$ cat src/rtl/queue_pkg.sv
// queue_pkg: shared defaults and types for the queue block
package queue_pkg;
    localparam int DEF_DATA_W = 16;
    localparam int DEF_DEPTH  = 16;
    localparam int DEF_PTR_W  = $clog2(DEF_DEPTH);
    typedef logic [DEF_DATA_W-1:0] word_t;
endpackage

$ cat src/rtl/queue_mem.sv
// queue_mem: simple dual-port storage, synchronous write, combinational read
module queue_mem
    import queue_pkg::*;
#(
    parameter int DATA_W = DEF_DATA_W,
    parameter int DEPTH  = DEF_DEPTH,
    parameter int AW     = $clog2(DEPTH)
) (
    input  logic              clk,
    input  logic              we_i,
    input  logic [AW-1:0]     waddr_i,
    input  logic [DATA_W-1:0] wdata_i,
    input  logic [AW-1:0]     raddr_i,
    output logic [DATA_W-1:0] rdata_o
);
    logic [DATA_W-1:0] mem_q [DEPTH];
    // store the word on an accepted write; contents survive reset
    always_ff @(posedge clk) begin
        if (we_i) mem_q[waddr_i] <= wdata_i;
    end
    assign rdata_o = mem_q[raddr_i];
endmodule

$ cat src/rtl/queue.sv
// queue: circular-buffer FIFO with registered pop/peek read port (QUEUE_ERR_FLAGS_EN adds overflow/underflow)
module queue
    import queue_pkg::*;
#(
    parameter int DATA_W = DEF_DATA_W,
    parameter int DEPTH  = DEF_DEPTH
) (
    input  logic                       clk,
    input  logic                       rst,
    input  logic                       write,
    input  logic                       pop,
    input  logic                       peek,
    input  logic [DATA_W-1:0]          write_value,
    output logic [DATA_W-1:0]          read_value,
    output logic                       read_valid,
    output logic                       empty,
    output logic                       full,
`ifdef QUEUE_ERR_FLAGS_EN
    output logic                       overflow,
    output logic                       underflow,
`endif
    output logic [$clog2(DEPTH):0]     count
);
    localparam int AW = $clog2(DEPTH);
    localparam int CW = AW + 1;
    logic [AW-1:0]     wptr_q, wptr_d, rptr_q, rptr_d;
    logic [CW-1:0]     count_q, count_d;
    logic              empty_q, empty_d, full_q, full_d;
    logic [DATA_W-1:0] rval_q, rval_d, head;
    logic              rvalid_q, rvalid_d;
    logic              do_wr, do_pop, do_rd;
    queue_mem #(.DATA_W(DATA_W), .DEPTH(DEPTH), .AW(AW)) u_mem (
        .clk     (clk),
        .we_i    (do_wr),
        .waddr_i (wptr_q),
        .wdata_i (write_value),
        .raddr_i (rptr_q),
        .rdata_o (head)
    );
    // accept decisions and next-state values; a pop frees a slot for a same-cycle write at full
    always_comb begin
        do_pop   = pop && !empty_q;
        do_rd    = (pop || peek) && !empty_q;
        do_wr    = write && (!full_q || do_pop);
        wptr_d   = wptr_q + AW'(do_wr);
        rptr_d   = rptr_q + AW'(do_pop);
        count_d  = count_q + CW'(do_wr) - CW'(do_pop);
        empty_d  = count_d == '0;
        full_d   = count_d == CW'(DEPTH);
        rval_d   = do_rd ? head : rval_q;
        rvalid_d = do_rd;
    end
    // state registers, reset wins over any request in the same cycle
    always_ff @(posedge clk) begin
        if (rst) begin
            wptr_q   <= '0;
            rptr_q   <= '0;
            count_q  <= '0;
            empty_q  <= 1'b1;
            full_q   <= 1'b0;
            rval_q   <= '0;
            rvalid_q <= 1'b0;
        end else begin
            wptr_q   <= wptr_d;
            rptr_q   <= rptr_d;
            count_q  <= count_d;
            empty_q  <= empty_d;
            full_q   <= full_d;
            rval_q   <= rval_d;
            rvalid_q <= rvalid_d;
        end
    end
`ifdef QUEUE_ERR_FLAGS_EN
    logic ovf_q, unf_q;
    // sticky error flags for dropped writes and reads on empty
    always_ff @(posedge clk) begin
        if (rst) begin
            ovf_q <= 1'b0;
            unf_q <= 1'b0;
        end else begin
            ovf_q <= ovf_q | (write && full_q && !do_pop);
            unf_q <= unf_q | ((pop || peek) && empty_q);
        end
    end
    assign overflow  = ovf_q;
    assign underflow = unf_q;
`endif
    assign read_value = rval_q;
    assign read_valid = rvalid_q;
    assign empty      = empty_q;
    assign full       = full_q;
    assign count      = count_q;
endmodule

$ cat config.mk
export PLATFORM = sky130hd
export DESIGN_NAME = queue
export DESIGN_NICKNAME = d
export VERILOG_FILES = /design/src/rtl/queue_pkg.sv /design/src/rtl/queue_mem.sv /design/src/rtl/queue.sv
export SDC_FILE = /design/constraint.sdc
export NUM_CORES = 1
export LEC_CHECK = 0
export CAP_MARGIN = 30
export CORE_ASPECT_RATIO = 0.6
export CORE_MARGIN = 2
export CORE_UTILIZATION = 40
export DETAILED_ROUTE_END_ITERATION = 16
export SYNTH_ARGS = -nofsm -noshare
export SYNTH_HDL_FRONTEND = slang
export SYNTH_SLANG_ARGS = --single-unit
$ cat constraint.sdc
create_clock -name clk -period 6.8 [get_ports clk]
set_input_delay 1.36 -clock clk [delete_from_list [all_inputs] [get_ports clk]]
set_output_delay 1.36 -clock clk [all_outputs]
set_load 0.01 [all_outputs]
==> results of run 1 <==
==> stage by stage <==
step	total power, mW	setup slack [ns]
after floorplan	2.56	2.86
after global placement	2.77	2.54
after detailed placement	2.79	2.52
after CTS	4.34	3.07
after global routing	4.46	2.91
final	4.29	3.08
==> power by group <==
part | switching [mW] | leakage, nW | internal, mW | total (mW)
Sequential | 0.0820 | 2.58 | 2.02 | 2.10
Combinational | 0.322 | 1.09 | 0.314 | 0.636
Clock | 0.645 | 0.455 | 0.908 | 1.55
==> metal layers <==
layer	vias to the layer above	global-route usage
met5	-	0
met4	0	0.0283
met3	34	0.0381
met2	166	0.252
met1	2966	0.274
li1	2408	-
==> flip-flops by register name, summed over array words and instances (netlist names) <==
name and cells:
count 5, empty 1, full 1, read_valid 1, read_value 16, rptr_q 4, u_mem.mem_q 256, wptr_q 4
==> kinds of logic after synthesis <==
| family | Yosys count |
|---|---|
| buffers and inverters | 37 |
| flip-flops | 288 |
| multiplexers | 96 |
| AND/OR/NAND/NOR | 63 |
| XOR/XNOR | 9 |
| AO/OA/AOI/OAI | 55 |
| adder cells (fa/ha/maj) | 10 |
==> final cells by class <==
cell class                      count  area [sq um]
Clock inverter                     11           116
Clock buffer                       39           812
Sequential cell                   288          8330
Multi-Input combinational cell    233          2660
Timing Repair Buffer               65           613
Fill cell                        2291         14500
Inverter                            7          26.3
Tap cell                          367           459
==> synth_stat cells (3+ instances only) <==
cell type / instances / area share
xor2_1: 5 / 0.0039
mux2i_1: 48 / 0.043
buf_2: 8 / 0.0036
nor2b_1: 9 / 0.0050
inv_1: 6 / 0.0020
nor2_1: 18 / 0.0060
a22oi_1: 16 / 0.011
ha_1: 9 / 0.010
nor4_1: 3 / 0.0017
clkbuf_1: 10 / 0.0034
a32oi_1: 16 / 0.013
edfxtp_1: 256 / 0.69
buf_12: 5 / 0.0089
nand2b_1: 19 / 0.011
mux4_2: 26 / 0.052
xnor2_1: 4 / 0.0031
mux4_1: 22 / 0.052
nor3_1: 5 / 0.0022
o21ai_1: 16 / 0.0072
dfxtp_1: 32 / 0.057
nand3_1: 3 / 0.0013
==> cells in the final DEF (no fill, tap or decap), drive strengths merged, types with 5 or more instances in the layout <==
cell	n
edfxtp	256
mux2i	48
mux4	48
clkdlybuf4s50	44
clkbuf	39
dfxtp	32
buf	21
nand2b	19
nor2	18
o21ai	17
a22oi	16
a32oi	16
ha	9
nor2b	9
inv	9
xor2	5
clkinv	5
nor3	5
==> tightest hold or removal path: stages, from the launching register on <==
cell and delay, ns:
dfxtp_1 0.34, a32oi_1 0.06, o21ai_1 0.06
==> path summary, 6_finish.rpt <==
| kind | end | slack [ns] | depth (start not counted) | startpoint |
|---|---|---|---|---|
| min reg2reg | read_value[12] | 0.50 | 2 | read_value[12] |
| max | empty | 3.08 | 11 | pop |
| min | read_value[12] | 0.50 | 2 | read_value[12] |
| max reg2reg | read_value[13] | 3.88 | 5 | rptr_q[0] |
==> metrics, run 1 <==
Die Y=134 um; Num CTS Buffers=27; Max Fclk=~0.27 GHz; Max-Cap Viols=0; Post-Layout Inst Area=0.0130 sq mm; latest clock arrival within the worst-skew pair=between 0.5 and 0.6 ns; RSZ-0062 raised after global routing=false; worst slew pin tran=0.980 ns; drt total wl=between 20 and 30 mm; Required @ worst endpoint=7.23 ns; DIE WIDTH=220 um; crit-path cells=clkdlybuf4s50_1 -> nor2b_1 -> o21ai_1 -> ha_1 -> inv_1 -> ha_1 -> fa_1 -> a21o_1 -> a21oi_1 -> xnor2_1 -> a31o_1; CP startpoint kind=primary input; Area Overhead vs Synth=16.2%; critical path fanouts, max=6; Final ANT Viol Nets=0; post-DP HPWL=15.4 mm; CTS max path bufs=3; row count=between 40 and 50; initial antenna violation count=0; class of the worst hold path=reg -> reg; CTS tree=yes; CTS root buf=clkbuf_16; Final period util=0.546; Worst path slowest cell=o21ai_1; routed vias/inst=between 5 and 6; initial DRC count=713; Power Density=330 mW/mm^2; Yosys reg bits=around 290; die area=0.0294 sq mm; First-pass DRT Iterations=5; final setup TNS=0 ns; Final setup viols=0; Worst Path Arrival=about 4.2 ns; Fin. Hold Viols=0; maximum VDD drop=about 0.20 mV; WL met2=~11 mm; placed inst area=0.0121 sq mm; Fin Hold WS=about 0.50 ns; hold_buf cts=0; placed instance count=960; Post-route DRC=0; Simple-Gate Fraction of Synth Area=0.0315; Compound-Gate Fraction of Synth Area=0.0347; ant diodes=0; CTS Sinks=between 200 and 300; Post-Synth Adder-Cell Area=0.0118; Post-Syn Area=0.0112 sq mm; Util after Layout=0.473; Net Count, Synth=589; post-CTS resize count=0; gr usage total=0.174; Slew Viols, Final=0; register area share after synthesis=0.744; first-pass GRT wire length=37.2 mm; Post-synth EDFFs=around 260; I/O Buffers=44; largest net degree at the start of global routing=54; gpl congestion=0.769; Synth Area in XOR/XNOR=0.00704; most used cell, CP=ha_1; post-synthesis mux area share=0.147; Critical Path End Type=flop; WS Path Type=in -> reg; synthesized netlist cell count=558; num ports=45; routed wl met3=1.44 mm; async set or reset register ratio after synthesis=0; Top Layer Used=met4; Syn Area/Cell=20.1 sq um; share of layout cells above drive strength 1=0.168; Worst path top cell family by delay=compound AO/OA/AOI/OAI gates; outcome=completed; H-tree levels=1; Initial Utilization=0.407; CTS clk-pin slew, worst paths=0.06 ns; crit-path max cell delay=0.56 ns; vias in the first global route=roughly 5700; Tmin final=3.72 ns; Slew HR=0.347; nets@finish=about 650; Setup Buffers After CTS=0; grt ovf=0; M1 WL=~12 mm; post-route insts no fill=1010; WL per Instance=roughly 25 um; core area=~0.028 sq mm; ys flop type=edfxtp_1; largest family of logic cells by synthesized area=multiplexers; WP buf/inv=2; Via Count=5574; synth warn=0; Leakage=4.12 nW; Synth cell types=37; Worst Skew=0.0225 ns
Power figures use the tool's default switching activity.
==> run 2, diff against run 1 <==
==> constraint.sdc (replaced) <==
create_clock -name clk -period 3.8 [get_ports clk]
set_input_delay 0.76 -clock clk [delete_from_list [all_inputs] [get_ports clk]]
set_output_delay 0.76 -clock clk [all_outputs]
set_load 0.01 [all_outputs]
==> run 2 against run 1 <==
  * Worst hold slack got worse by 0.0037 ns
  * Sequential power rose by 80%
  * Combinational power rose by 82%
  * Setup slack got worse by 2.2 ns
  * Non-clock buffer count rose by 12
  * First-iteration DRC count fell by 33%
  * Clock-buffer cell count fell by 8
  * Die area did not move
  * Critical endpoint is now full
  * Largest cell class unchanged
  * Highest routed layer unchanged
==> metrics, run 2 (synthesis gave the netlist of run 1 again) <==
outcome=completed; initial antenna violation count=0; largest net degree at the start of global routing=35; I/O Buffers=44; grt ovf=0; vias in the first global route=5698; Critical Path End Type=flop; first-pass GRT wire length=36.6 mm; placed instance count=972; post-route setup slack=0.906 ns; Final ANT Viol Nets=0; Worst path top cell family by delay=adder cells; Tmin final=~2.9 ns; post-DP HPWL=15.0 mm; nets@finish=665; initial DRC count=476; class of the worst hold path=reg -> reg; routed vias/inst=5.41; crit-path max cell delay=~0.47 ns; core area=0.0275 sq mm; Num CTS Buffers=27; gr usage total=0.171; Post-Layout Inst Area=0.0131 sq mm; Tot Pwr=7.84 mW; Worst Skew=between 0.01 and 0.015 ns; Required @ worst endpoint=4.23 ns; hold_buf cts=0; Fin Hold WS=0.494 ns; crit-path cells=clkdlybuf4s50_1 -> nor2b_1 -> o21ai_1 -> ha_1 -> inv_1 -> ha_1 -> fa_1 -> a21o_1 -> a21oi_1 -> xnor2_1 -> nor4b_1; Die Y=between 100 and 150 um; maximum VDD drop=0.383 mV; CTS clk-pin slew, worst paths=0.06 ns; clock power share=0.370; Util after Layout=0.477; Final setup viols=0; FF-to-FF setup slack=1.21 ns; CP startpoint kind=primary input; combinational power share=0.148; Top reg by flops=u_mem.mem_q; latest clock arrival within the worst-skew pair=0.54 ns; Area Overhead vs Synth=17.3%; WS Path Type=in -> reg; Worst path slowest cell=clkdlybuf4s50_1; H-tree levels=1; final setup TNS=0 ns; Max-Cap Viols=0; gpl congestion=0.773; ant diodes=0; sw frac=0.243; share of layout cells above drive strength 1=0.182; Final period util=0.762; post-route insts no fill=around 1000; max FFs per register=around 260; commonest non-fill, non-tap cell in the layout=edfxtp_1; Slew HR=0.362; Worst Path Arrival=about 3.3 ns; Fin. Hold Viols=0; Leakage=4.19 nW; Max Fclk=0.345 GHz; row count=47; critical path fanouts, max=3; Setup Buffers After CTS=0; WP buf/inv=2; CTS root buf=clkbuf_16; Sw Pwr=between 1.5 and 2 mW; placed inst area=0.0122 sq mm; drt total wl=approximately 25 mm; post-CTS resize count=0; Power Density=around 600 mW/mm^2; worst slew pin tran=0.957 ns; CTS max path bufs=3; RSZ-0062 raised after global routing=false; pre-CTS setup slack=roughly 0.35 ns; WL per Instance=24.2 um; num ports=45; Pint=between 5 and 6 mW; DIE WIDTH=220 um; CTS Sinks=288; Slew Viols, Final=0; most frequent cells in the layout=edfxtp_1 (256), mux2i_1 (48), clkdlybuf4s50_1 (44), buf_4 (32), dfxtp_1 (29); CTS tree=yes; die area=0.0294 sq mm; Post-route DRC=0; most used cell, CP=ha_1; First-pass DRT Iterations=5; Via Count=5529; Initial Utilization=0.407; Sequential Power Share=0.482
## run 2: layout make-up
class | instances | area, sq um
multi-input cells | 233 | 2650
flip-flops and latches | 288 | 8330
well taps | 367 | 459
clock inverters | 19 | 259
inverters | 7 | 26.3
clock buffers | 31 | 701
fillers | 2262 | 14400
repair buffers | 77 | 701
## run 2: final timing paths
kind	startpoint	depth (start not counted)	to
worst max-delay path	pop	11	full
worst min-delay path	read_value[3]	2	read_value[3]
worst max register to register	empty	10	full
worst min register to register	read_value[3]	2	read_value[3]
## run 2: layer usage
metal,track usage,part of all wire,vias to the layer above
met5,0,0,-
met3,0.0402,0.061,39
met1,0.259,0.48,2887
li1,-,-,2442
met4,0.0309,0.015,0
met2,0.257,0.44,161
## run 2: worst min-delay path, stage by stage (launching register included)
cell	delay, ns
dfxtp_1	0.34
a32oi_1	0.06
o21ai_0	0.06
## run 2: power by group through the flow
stage | Combinational (mW) | Sequential, mW | Clock (mW)
2_1_floorplan | 0.806 | 3.78 | 0
3_3_place_gp | 1.13 | 3.85 | 0
3_5_place_dp | 1.17 | 3.85 | 0
4_1_cts | 1.17 | 3.78 | 2.97
5_1_grt | 1.25 | 3.80 | 3.10
6_report | 1.16 | 3.78 | 2.91
==> run 3, diff against run 2 <==
==> constraint.sdc (replaced) <==
create_clock -name clk -period 2.9 [get_ports clk]
set_input_delay 0.58 -clock clk [delete_from_list [all_inputs] [get_ports clk]]
set_output_delay 0.58 -clock clk [all_outputs]
set_load 0.01 [all_outputs]
==> run 3 against run 2 <==
  * Wire length fell by 1.7%
  * Die area did not move
  * Clock skew rose by 0.012 ns
  * Critical endpoint unchanged
  * Largest cell class unchanged
  * Highest routed layer unchanged
==> metrics, run 3 (synthesis gave the netlist of run 1 again) <==
placed inst area=between 0.01 and 0.015 sq mm; drt total wl=24.3 mm; Sw Pwr=2.44 mW; I/O Buffers=44; First-pass DRT Iterations=5; Worst path slowest cell=clkdlybuf4s50_1; Max Fclk=0.384 GHz; grt ovf=0; nets@finish=674; Top reg by flops=u_mem.mem_q; initial antenna violation count=0; gpl congestion=0.815; Final period util=0.899; most frequent cells in the layout=edfxtp_1 (256), mux2i_1 (48), clkdlybuf4s50_1 (44), buf_4 (36), dfxtp_1 (29); worst slew pin tran=approximately 0.94 ns; CP startpoint kind=primary input; post-DP HPWL=15.3 mm; Final setup viols=0; H-tree levels=1; WS Path Type=in -> reg; die area=about 0.029 sq mm; maximum VDD drop=0.434 mV; CTS clk-pin slew, worst paths=0.07 ns; class of the worst hold path=reg -> reg; max FFs per register=256; clock power share=0.349; outcome=completed; largest net degree at the start of global routing=47; share of layout cells above drive strength 1=0.189; Required @ worst endpoint=~3.3 ns; most used cell, CP=ha_1; num ports=45; CTS tree=yes; crit-path cells=clkdlybuf4s50_1 -> nor2b_1 -> o21ai_1 -> ha_1 -> inv_1 -> ha_1 -> fa_1 -> buf_4 -> xor2_1 -> nor3_1 -> nor4b_1; latest clock arrival within the worst-skew pair=between 0.5 and 0.6 ns; Post-route DRC=0; Post-Layout Inst Area=0.0132 sq mm; vias in the first global route=~5800; sw frac=0.245; CTS max path bufs=3; commonest non-fill, non-tap cell in the layout=edfxtp_1; Worst Path Arrival=3.04 ns; WL per Instance=23.6 um; Pint=7.53 mW; Final ANT Viol Nets=0; Critical Path End Type=flop; Tmin final=about 2.6 ns; Sequential Power Share=0.492; Power Density=756 mW/mm^2; RSZ-0062 raised after global routing=false; post-CTS resize count=0; initial DRC count=494; DIE WIDTH=220 um; Via Count=5477; Util after Layout=0.479; Worst Skew=0.0253 ns; Area Overhead vs Synth=17.8%; final setup TNS=0 ns; ant diodes=0; CTS root buf=clkbuf_16; Slew Viols, Final=0; Leakage=4.23 nW; Initial Utilization=0.407; critical path fanouts, max=2; Fin. Hold Viols=0; Max-Cap Viols=0; Setup Buffers After CTS=0; Slew HR=0.374; Die Y=134 um; routed vias/inst=~5.3; Num CTS Buffers=27; row count=47; CTS Sinks=roughly 290; combinational power share=0.160; gr usage total=0.170; first-pass GRT wire length=36.3 mm; core area=0.0275 sq mm; crit-path max cell delay=0.47 ns; hold_buf cts=0
[run 3: stage by stage]
stage | hold WS [ns] | power (mW) | std cells | setup slack, ns
CTS | 0.491 | 10.1 | 1030 | 0.285
floorplan | 0.501 | 6.01 | 558 | -0.132
finish | 0.480 | 9.97 | 1030 | 0.293
global placement | 0.476 | 6.55 | 981 | -0.146
global route | 0.519 | 10.4 | 1030 | 0.0696
detailed placement | 0.476 | 6.60 | 981 | -0.272
[run 3: cell type report]
cell class / instances / area (sq um)
inverters: 7 / 26.3
fillers: 2257 / 14300
well taps: 367 / 459
flip-flops and latches: 288 / 8330
repair buffers: 86 / 831
clock inverters: 14 / 130
multi-input cells: 233 / 2660
clock buffers: 35 / 746
[run 3: power by group through the flow]
stage | Sequential, mW | Clock (mW) | Combinational [mW]
floorplan | 4.95 | 0 | 1.06
global placement | 4.98 | 0 | 1.57
detailed placement | 4.99 | 0 | 1.61
CTS | 4.90 | 3.57 | 1.62
global route | 4.91 | 3.74 | 1.73
finish | 4.90 | 3.48 | 1.59
[run 3: worst max-delay path: cells and delay by family]
| kind | cells | cell delay (ns) |
|---|---|---|
| adder cells (fa/ha/maj) | 3 | 0.90 |
| buffers and inverters | 3 | 0.66 |
| AND/OR/NAND/NOR | 3 | 0.66 |
| XOR/XNOR | 1 | 0.14 |
| AO/OA/AOI/OAI | 1 | 0.10 |
[run 3: path summary, 6_finish.rpt]
path,from,to,slack (ns),cells past startpoint
max,pop,full,0.29,11
min,read_value[3],read_value[3],0.48,2
max reg2reg,empty,full,0.40,10
min reg2reg,read_value[3],read_value[3],0.48,2
[run 3: metal layers]
layer,vias to the layer above,share of wire,global-route usage,wire (um)
li1,2445,-,-,-
met1,2860,0.46,0.251,11200
met2,143,0.47,0.268,11400
met3,29,0.057,0.0329,1390
met4,0,0.012,0.0280,299
met5,-,0,0,0
